[src/rtl/dual_port_ram_pkg.sv]
// -----------------------------------------------------------------------------
// ram_pkg
// Shared types and constants for the dual_port_ram block.
//   ram_state_t : clearing FSM states (ST_INIT, ST_READY)
//   RD_LATENCY  : read latency in clock cycles; 2 when RAM_OUT_REG_EN is
//                 defined (extra output register), otherwise 1.
// -----------------------------------------------------------------------------
package ram_pkg;

    typedef enum logic [0:0] {
        ST_INIT  = 1'b0,
        ST_READY = 1'b1
    } ram_state_t;

`ifdef RAM_OUT_REG_EN
    localparam int RD_LATENCY = 32'd2;
`else
    localparam int RD_LATENCY = 32'd1;
`endif

endpackage : ram_pkg

[src/rtl/dual_port_ram_if.sv]
// -----------------------------------------------------------------------------
// dual_port_ram_if
// Bus between the client arbiter (master) and the dual-port RAM (slave).
//   RD_EN / RD_ADDR                : read request and address (master -> slave)
//   WR_EN / WR_ADDR / WR_DATA      : write request, address, data (master -> slave)
//   ERR_CLR                        : clears the sticky ACCESS_ERR (master -> slave)
//   RD_DATA / RD_VALID             : read result and strobe (slave -> master)
//   INIT_DONE                      : array clearing finished (slave -> master)
//   ACCESS_ERR                     : sticky access-during-clear flag (slave -> master)
// -----------------------------------------------------------------------------
interface dual_port_ram_if #(
    parameter int G_ADDR_WIDTH = 32'd4,
    parameter int G_DATA_WIDTH = 32'd8
);

    logic                    RD_EN;
    logic [G_ADDR_WIDTH-1:0] RD_ADDR;
    logic                    WR_EN;
    logic [G_ADDR_WIDTH-1:0] WR_ADDR;
    logic [G_DATA_WIDTH-1:0] WR_DATA;
    logic                    ERR_CLR;
    logic [G_DATA_WIDTH-1:0] RD_DATA;
    logic                    RD_VALID;
    logic                    INIT_DONE;
    logic                    ACCESS_ERR;

    modport master (
        output RD_EN, RD_ADDR, WR_EN, WR_ADDR, WR_DATA, ERR_CLR,
        input  RD_DATA, RD_VALID, INIT_DONE, ACCESS_ERR
    );

    modport slave (
        input  RD_EN, RD_ADDR, WR_EN, WR_ADDR, WR_DATA, ERR_CLR,
        output RD_DATA, RD_VALID, INIT_DONE, ACCESS_ERR
    );

endinterface : dual_port_ram_if

[src/rtl/dual_port_ram_init_seq.sv]
// -----------------------------------------------------------------------------
// ram_init_seq
// Post-reset clearing sequencer. Walks a counter over every array address,
// requesting a clear write at each, then parks in ST_READY with INIT_DONE high.
//   CLOCK        : system clock, rising edge
//   RST_N        : asynchronous active-low reset; restarts clearing at address 0
//   o_clr_we     : clear write enable to the array mux (high in ST_INIT)
//   o_clr_addr   : clear write address
//   o_init_done  : registered, high once the last address has been cleared
// -----------------------------------------------------------------------------
module ram_init_seq
    import ram_pkg::*;
#(
    parameter int G_ADDR_WIDTH = 32'd4
) (
    input  logic                    CLOCK,
    input  logic                    RST_N,
    output logic                    o_clr_we,
    output logic [G_ADDR_WIDTH-1:0] o_clr_addr,
    output logic                    o_init_done
);

    localparam logic [G_ADDR_WIDTH-1:0] C_ZERO = {G_ADDR_WIDTH{1'b0}};
    localparam logic [G_ADDR_WIDTH-1:0] C_LAST = {G_ADDR_WIDTH{1'b1}};
    localparam logic [G_ADDR_WIDTH-1:0] C_ONE  = G_ADDR_WIDTH'(1'b1);

    ram_state_t              r_state;
    ram_state_t              w_state_nxt;
    logic [G_ADDR_WIDTH-1:0] r_count;
    logic [G_ADDR_WIDTH-1:0] w_count_nxt;
    logic                    r_init_done;
    logic                    w_init_done_nxt;

    // State, counter and INIT_DONE registers
    always_ff @(posedge CLOCK or negedge RST_N) begin
        if (!RST_N) begin
            r_state     <= ST_INIT;
            r_count     <= C_ZERO;
            r_init_done <= 1'b0;
        end else begin
            r_state     <= w_state_nxt;
            r_count     <= w_count_nxt;
            r_init_done <= w_init_done_nxt;
        end
    end

    // Next-state logic: count through all addresses, leave ST_INIT on the last
    always_comb begin
        w_state_nxt     = r_state;
        w_count_nxt     = r_count;
        w_init_done_nxt = r_init_done;
        case (r_state)
            ST_INIT: begin
                // Counter wraps back to zero on the final clear write
                w_count_nxt = r_count + C_ONE;
                if (r_count == C_LAST) begin
                    w_state_nxt     = ST_READY;
                    w_init_done_nxt = 1'b1;
                end else begin
                    w_state_nxt     = ST_INIT;
                    w_init_done_nxt = 1'b0;
                end
            end
            ST_READY: begin
                w_state_nxt     = ST_READY;
                w_init_done_nxt = 1'b1;
            end
            default: begin
                w_state_nxt     = ST_INIT;
                w_count_nxt     = C_ZERO;
                w_init_done_nxt = 1'b0;
            end
        endcase
    end

    assign o_clr_we    = (r_state == ST_INIT);
    assign o_clr_addr  = r_count;
    assign o_init_done = r_init_done;

endmodule : ram_init_seq

[src/rtl/dual_port_ram.sv]
// -----------------------------------------------------------------------------
// dual_port_ram
// Simple dual-port synchronous RAM behind the client arbiter. After each reset
// the array is overwritten with G_INIT_VALUE before INIT_DONE rises. Same-
// address read/write on one edge is write-first (bypass). Any request seen
// while clearing is dropped and sets the sticky ACCESS_ERR.
//   CLOCK : system clock, rising edge
//   RST_N : asynchronous active-low reset
//   bus   : dual_port_ram_if.slave (RD_*, WR_*, ERR_CLR in; RD_DATA,
//           RD_VALID, INIT_DONE, ACCESS_ERR out)
// Configuration macro RAM_OUT_REG_EN: adds an output register after the
// array read (read latency 2 instead of 1); RD_VALID is delayed with the data.
// -----------------------------------------------------------------------------
module dual_port_ram
    import ram_pkg::*;
#(
    parameter int                      G_ADDR_WIDTH = 32'd4,
    parameter int                      G_DATA_WIDTH = 32'd8,
    parameter logic [G_DATA_WIDTH-1:0] G_INIT_VALUE = {G_DATA_WIDTH{1'b0}}
) (
    input  logic            CLOCK,
    input  logic            RST_N,
    dual_port_ram_if.slave  bus
);

    localparam int                      C_DEPTH     = 32'd1 << G_ADDR_WIDTH;
    localparam logic [G_DATA_WIDTH-1:0] C_DATA_ZERO = {G_DATA_WIDTH{1'b0}};

    logic [G_DATA_WIDTH-1:0] r_mem [C_DEPTH];

    logic                    w_clr_we;
    logic [G_ADDR_WIDTH-1:0] w_clr_addr;
    logic                    w_init_done;

    logic                    w_wr_fire;
    logic                    w_rd_fire;
    logic                    w_viol;
    logic [G_DATA_WIDTH-1:0] w_rd_word;

    logic [G_DATA_WIDTH-1:0] r_rd_data;
    logic                    r_rd_valid;
    logic                    r_access_err;

    ram_init_seq #(
        .G_ADDR_WIDTH (G_ADDR_WIDTH)
    ) u_init_seq (
        .CLOCK       (CLOCK),
        .RST_N       (RST_N),
        .o_clr_we    (w_clr_we),
        .o_clr_addr  (w_clr_addr),
        .o_init_done (w_init_done)
    );

    // Request qualification and write-first read data selection
    always_comb begin
        w_wr_fire = bus.WR_EN & w_init_done;
        w_rd_fire = bus.RD_EN & w_init_done;
        w_viol    = (bus.RD_EN | bus.WR_EN) & ~w_init_done;
        if (w_wr_fire && (bus.WR_ADDR == bus.RD_ADDR)) begin
            w_rd_word = bus.WR_DATA;
        end else begin
            w_rd_word = r_mem[bus.RD_ADDR];
        end
    end

    // Array write port: clear writes own the port until INIT_DONE
    always_ff @(posedge CLOCK) begin
        if (w_clr_we) begin
            r_mem[w_clr_addr] <= G_INIT_VALUE;
        end else if (w_wr_fire) begin
            r_mem[bus.WR_ADDR] <= bus.WR_DATA;
        end
    end

    // First read stage: data holds when no read is issued
    always_ff @(posedge CLOCK or negedge RST_N) begin
        if (!RST_N) begin
            r_rd_data  <= C_DATA_ZERO;
            r_rd_valid <= 1'b0;
        end else begin
            r_rd_valid <= w_rd_fire;
            if (w_rd_fire) begin
                r_rd_data <= w_rd_word;
            end
        end
    end

    // Sticky access error: a new violation wins over ERR_CLR
    always_ff @(posedge CLOCK or negedge RST_N) begin
        if (!RST_N) begin
            r_access_err <= 1'b0;
        end else if (w_viol) begin
            r_access_err <= 1'b1;
        end else if (bus.ERR_CLR) begin
            r_access_err <= 1'b0;
        end
    end

`ifdef RAM_OUT_REG_EN
    logic [G_DATA_WIDTH-1:0] r_out_data;
    logic                    r_out_valid;

    // Optional output register stage; bypass data follows the same path
    always_ff @(posedge CLOCK or negedge RST_N) begin
        if (!RST_N) begin
            r_out_data  <= C_DATA_ZERO;
            r_out_valid <= 1'b0;
        end else begin
            r_out_valid <= r_rd_valid;
            if (r_rd_valid) begin
                r_out_data <= r_rd_data;
            end
        end
    end

    assign bus.RD_DATA  = r_out_data;
    assign bus.RD_VALID = r_out_valid;
`else
    assign bus.RD_DATA  = r_rd_data;
    assign bus.RD_VALID = r_rd_valid;
`endif

    assign bus.INIT_DONE  = w_init_done;
    assign bus.ACCESS_ERR = r_access_err;

endmodule : dual_port_ram

[src/flat_wrapper.sv]
// flat-port wrapper written by rule: the top's interface ports become plain ports
module dual_port_ram_flat import ram_pkg::*;
#(
    parameter int                      G_ADDR_WIDTH = 32'd4,
    parameter int                      G_DATA_WIDTH = 32'd8,
    parameter logic [G_DATA_WIDTH-1:0] G_INIT_VALUE = {G_DATA_WIDTH{1'b0}}
)
  (CLOCK, RST_N, bus_RD_EN, bus_RD_ADDR, bus_WR_EN, bus_WR_ADDR, bus_WR_DATA, bus_ERR_CLR, bus_RD_DATA, bus_RD_VALID, bus_INIT_DONE, bus_ACCESS_ERR);
  dual_port_ram_if #(.G_ADDR_WIDTH(G_ADDR_WIDTH), .G_DATA_WIDTH(G_DATA_WIDTH)) bus_i ();
  input  logic CLOCK;
  input  logic RST_N;
  input wire logic [$bits(bus_i.RD_EN)-1:0] bus_RD_EN;
  input wire logic [$bits(bus_i.RD_ADDR)-1:0] bus_RD_ADDR;
  input wire logic [$bits(bus_i.WR_EN)-1:0] bus_WR_EN;
  input wire logic [$bits(bus_i.WR_ADDR)-1:0] bus_WR_ADDR;
  input wire logic [$bits(bus_i.WR_DATA)-1:0] bus_WR_DATA;
  input wire logic [$bits(bus_i.ERR_CLR)-1:0] bus_ERR_CLR;
  output wire logic [$bits(bus_i.RD_DATA)-1:0] bus_RD_DATA;
  output wire logic [$bits(bus_i.RD_VALID)-1:0] bus_RD_VALID;
  output wire logic [$bits(bus_i.INIT_DONE)-1:0] bus_INIT_DONE;
  output wire logic [$bits(bus_i.ACCESS_ERR)-1:0] bus_ACCESS_ERR;
  assign bus_i.RD_EN = bus_RD_EN;
  assign bus_i.RD_ADDR = bus_RD_ADDR;
  assign bus_i.WR_EN = bus_WR_EN;
  assign bus_i.WR_ADDR = bus_WR_ADDR;
  assign bus_i.WR_DATA = bus_WR_DATA;
  assign bus_i.ERR_CLR = bus_ERR_CLR;
  assign bus_RD_DATA = bus_i.RD_DATA;
  assign bus_RD_VALID = bus_i.RD_VALID;
  assign bus_INIT_DONE = bus_i.INIT_DONE;
  assign bus_ACCESS_ERR = bus_i.ACCESS_ERR;
  dual_port_ram #(.G_ADDR_WIDTH(G_ADDR_WIDTH), .G_DATA_WIDTH(G_DATA_WIDTH), .G_INIT_VALUE(G_INIT_VALUE)) u_core (.CLOCK(CLOCK), .RST_N(RST_N), .bus(bus_i));
endmodule
[config.mk]
export PLATFORM = sky130hd
export DESIGN_NAME = dual_port_ram_flat
export DESIGN_NICKNAME = d
export VERILOG_FILES = /design/src/rtl/dual_port_ram_pkg.sv /design/src/rtl/dual_port_ram_if.sv /design/src/rtl/dual_port_ram_init_seq.sv /design/src/rtl/dual_port_ram.sv /design/src/flat_wrapper.sv
export SDC_FILE = /design/constraint.sdc
export NUM_CORES = 1
export LEC_CHECK = 0
export CORE_MARGIN = 5
export CORE_UTILIZATION = 55
export CTS_BUF_LIST = sky130_fd_sc_hd__clkbuf_4
export DETAILED_ROUTE_END_ITERATION = 12
export PLACE_DENSITY = 0.79
export SLEW_MARGIN = 20
export SYNTH_ARGS = -nofsm -noshare
export SYNTH_HDL_FRONTEND = slang
export SYNTH_SLANG_ARGS = --single-unit
[constraint.sdc]
create_clock -name CLOCK -period 2.6 [get_ports CLOCK]
set_input_delay 0.39 -clock CLOCK [delete_from_list [all_inputs] [get_ports CLOCK]]
set_output_delay 0.39 -clock CLOCK [all_outputs]
set_load 0.1 [all_outputs]
==> metrics.csv <==
stage;metric;value;unit
synth;top post-synthesis cells by count;edfxtp_1 (128), mux4_2 (26), nor2_1 (22);
sta;unrepaired setup endpoints after global routing;false;
sta;Worst-Margin Slew;918;ps
clock_network;CTS Buf Count;17;
final_layout;ratio of cells with drive above 1 in the final layout;26.5;%
final_layout;multi-input logic area;0.00167;mm²
routing;final WL;12900;µm
clock_network;CTS tree;done;
clock_network;Longest Clk Path Bufs;2;
global_route;pin count of the biggest net entering global routing;23;
setup_path;CP most frequent cell;nor2_1;
sta;setup tns final;0;ps
setup_path;flop2flop setup slack;430;ps
floorplan;Initial Util;56.0;%
routing;Routed Antenna Nets;0;
placement;hpwl dp;8790;µm
global_route;first-pass GRT wire length;20200;µm
synth;synthesized net count;367;
sta;post-route clock period utilization;83.6;%
setup_path;Crit Path Category;flop to flop;
floorplan;CORE AREA;0.0108;mm²
setup_path;Crit path depth;4;
floorplan;full die area;0.0132;mm²
setup_path;Reg2Reg Depth;4;
sta;Pins Over Slew Limit;0;
routing;Via density;6.23;
synth;Post-Syn Area;0.00604;mm²
placement;GPL Wtd Cong;0.883;
global_route;antenna violations before repair;0;
clock_network;CTS-repair resized insts;0;
synth;cell count after synthesis;345;
sta;setup slack after layout;427;ps
sta;Max-slew headroom;38.6;%
setup_path;Crit path arrival time;2350;ps
placement;placed cell areas;0.00656;mm²
pwr;largest vdd supply drop;0.000347;V
floorplan;DIE HEIGHT;115;µm
placement;setup slack at placement;49.7;ps
flow_run;Max-Cap Viols;0;
clock_network;post-cts hold buffer count;0;
setup_path;crit path cell chain;buf_4 -> nor2_1 -> a32oi_1 -> nor2_1;
final_layout;nets;417;
clock_network;clk sink count;143;
final_layout;FF/Latch Area;0.00422;mm²
routing;DRT iter0 DRCs;401;
synth;register area share after synthesis;69.8;%
routing;WL/cell;23.5;µm
synth;Synth Warn #;0;
setup_path;Critical Path End;u_core.r_mem[8][7];
setup_path;worst path required time;2780;ps
pwr;power per cell area;643;mW/mm²
setup_path;startpoint types;flop;
placement;count of placed standard cells including taps;516;
global_route;vias in the first global route;3481;
placement;I/O Buffers;31;
setup_path;slowest CP cell;nor2_1;
pwr;Lkg Pwr;2.53;nW
floorplan;Die Wd;115;µm
setup_path;Max FO, Critical Path;18;
setup_path;CP bufs+invs;1;
clock_network;# H-tree levels;4;
final_layout;area delta synth->final;13.2;%
floorplan;Ports;32;
sta;final hold vios;0;
setup_path;CP max stage delay;760;ps
routing;DR DRC count;0;
clock_network;post-CTS repair timing setup buffer count;0;
synth;Syn Area/Cell;17.5;µm²
synth;Area contributors post-synth;edfxtp_1 (64%), mux4_2 (9.7%), dfrtp_1 (6.2%);
setup_path;Reg-to-Reg End;u_core.r_mem[8][7];
synth;Synth Register Bits;143;
outcome;run status;completed;
final_layout;final instance area;0.00684;mm²
routing;drt first pass iters;5;
floorplan;row count;38;
synth;dominant cell by count in the synthesized netlist;edfxtp_1;
synth;ys async rst share;10.5;%
sta;Clock Skew;14.8;ps
sta;minimum clock period;2170;ps
synth;Synth area leader;edfxtp_1;
global_route;total congestion overflow;0;
global_route;Global Route Usage Sum;21.1;%
sta;WHS;239;ps
setup_path;worst setup path startpoint;u_core.u_init_seq.o_init_done;
sta;fmax;460;MHz
synth;top_reg_cell synth;edfxtp_1;
clock_network;clk root buf;clkbuf_4;
final_layout;antenna cells;0;
synth;Netlist cell types;49;
setup_path;Reg-to-Reg Start;u_core.u_init_seq.o_init_done;
sta;Setup violations, final;0;
synth;top cell type's share of synthesized area;63.6;%
final_layout;# fillers;735;
worst_hold_path;Worst Hold Class;primary input to async pin;
routing;total number of vias;3413;
setup_path;Top delay family on crit path;simple AND/OR/NAND/NOR gates;
clock_network;Skew-Pair Late Insertion Delay;550;ps
final_layout;Post-Layout Cell Count;548;
clock_network;CTS clk-pin slew, worst paths;130;ps
synth;number of synthesized flops with an enable pin;128;
setup_path;Setup crit end kind;flop;
## per-layer routing
metal,vias to the layer above,global-route usage (%),share of wire (%)
li1,1504,-,-
met1,1708,28.3,41
met2,178,34.0,50
met3,23,5.37,7.4
met4,0,7.43,1.9
met5,-,0,0
## registers in the layout, indices dropped and copies added (netlist names)
name and cells:
u_core.bus.RD_DATA 8, u_core.bus.RD_VALID 1, u_core.u_init_seq.o_init_done 1, u_core.r_mem 128
u_core.bus.ACCESS_ERR 1, u_core.u_init_seq.o_clr_addr 4
## final cells by class
class	count	area share, %
Clock inverter	15	2.25
Tap cell	140	2.56
Multi-Input combinational cell	175	24.4
Sequential cell	143	61.7
Timing Repair Buffer	53	6.95
Inverter	5	0.274
Clock buffer	17	1.87
## how the worst min path moves through the flow
stage	startpoint	to	slack [ps]
4_1_cts	RST_N	u_core.bus.RD_DATA[4]	210
6_report	RST_N	u_core.bus.RD_DATA[4]	240
5_1_grt	RST_N	u_core.bus.RD_DATA[1]	250
3_5_place_dp	u_core.bus.RD_DATA[4]	u_core.bus.RD_DATA[4]	510
2_1_floorplan	RST_N	u_core.bus.ACCESS_ERR	90
3_3_place_gp	u_core.bus.RD_DATA[4]	u_core.bus.RD_DATA[4]	500
## stage by stage
| step | power [mW] | util [%] |
|---|---|---|
| 2_1_floorplan | 2.91 | - |
| 4_1_cts | 4.41 | 63.4 |
| 5_1_grt | 4.56 | 63.4 |
| 6_report | 4.40 | 63.4 |
| 3_5_place_dp | 3.07 | 60.8 |
| 3_3_place_gp | 3.06 | 60.8 |
## cell families (layout without fill, tap and decap cells)
| logic type | after synthesis | count (layout) | synth area share (%) |
|---|---|---|---|
| AOI/OAI and AO/OA | 55 | 55 | 7.18 |
| adders and majority gates | 1 | 1 | 0.207 |
| buffers and inverters | 27 | 90 | 2.53 |
| DFF | 143 | 143 | 69.8 |
| xor gates and xnor gates | 3 | 3 | 0.435 |
| and+or+nand+nor | 63 | 63 | 5.36 |
| muxes | 53 | 53 | 14.5 |
## where the power goes
group	total, mW	internal, mW	switching (mW)
registers	2.54	2.53	0.0123
clock network	1.38	0.505	0.875
logic	0.476	0.162	0.313
total	4.40	3.20	1.20
## placed cells by master, fill, tap and decap left out, types with 2 or more instances in the layout
cell type,n
a31oi_1,4
nor2_1,22
buf_2,2
clkbuf_4,17
o21ai_1,5
mux2_2,9
inv_6,5
clkinv_4,4
inv_8,2
a22o_1,3
o211ai_1,4
o31a_1,4
buf_4,30
a41oi_1,5
edfxtp_1,128
a21o_1,4
nor2b_1,3
o221ai_1,9
and2_1,4
clkdlybuf4s50_1,18
nand2b_1,5
a21oi_1,4
inv_1,4
xnor2_1,3
mux2_1,6
nor3_1,3
clkinvlp_4,3
buf_12,3
mux2i_1,12
a2bb2oi_1,3
dfrtp_1,14
and3_1,11
nand2_1,7
mux4_2,26
Power figures use the tool's default switching activity.
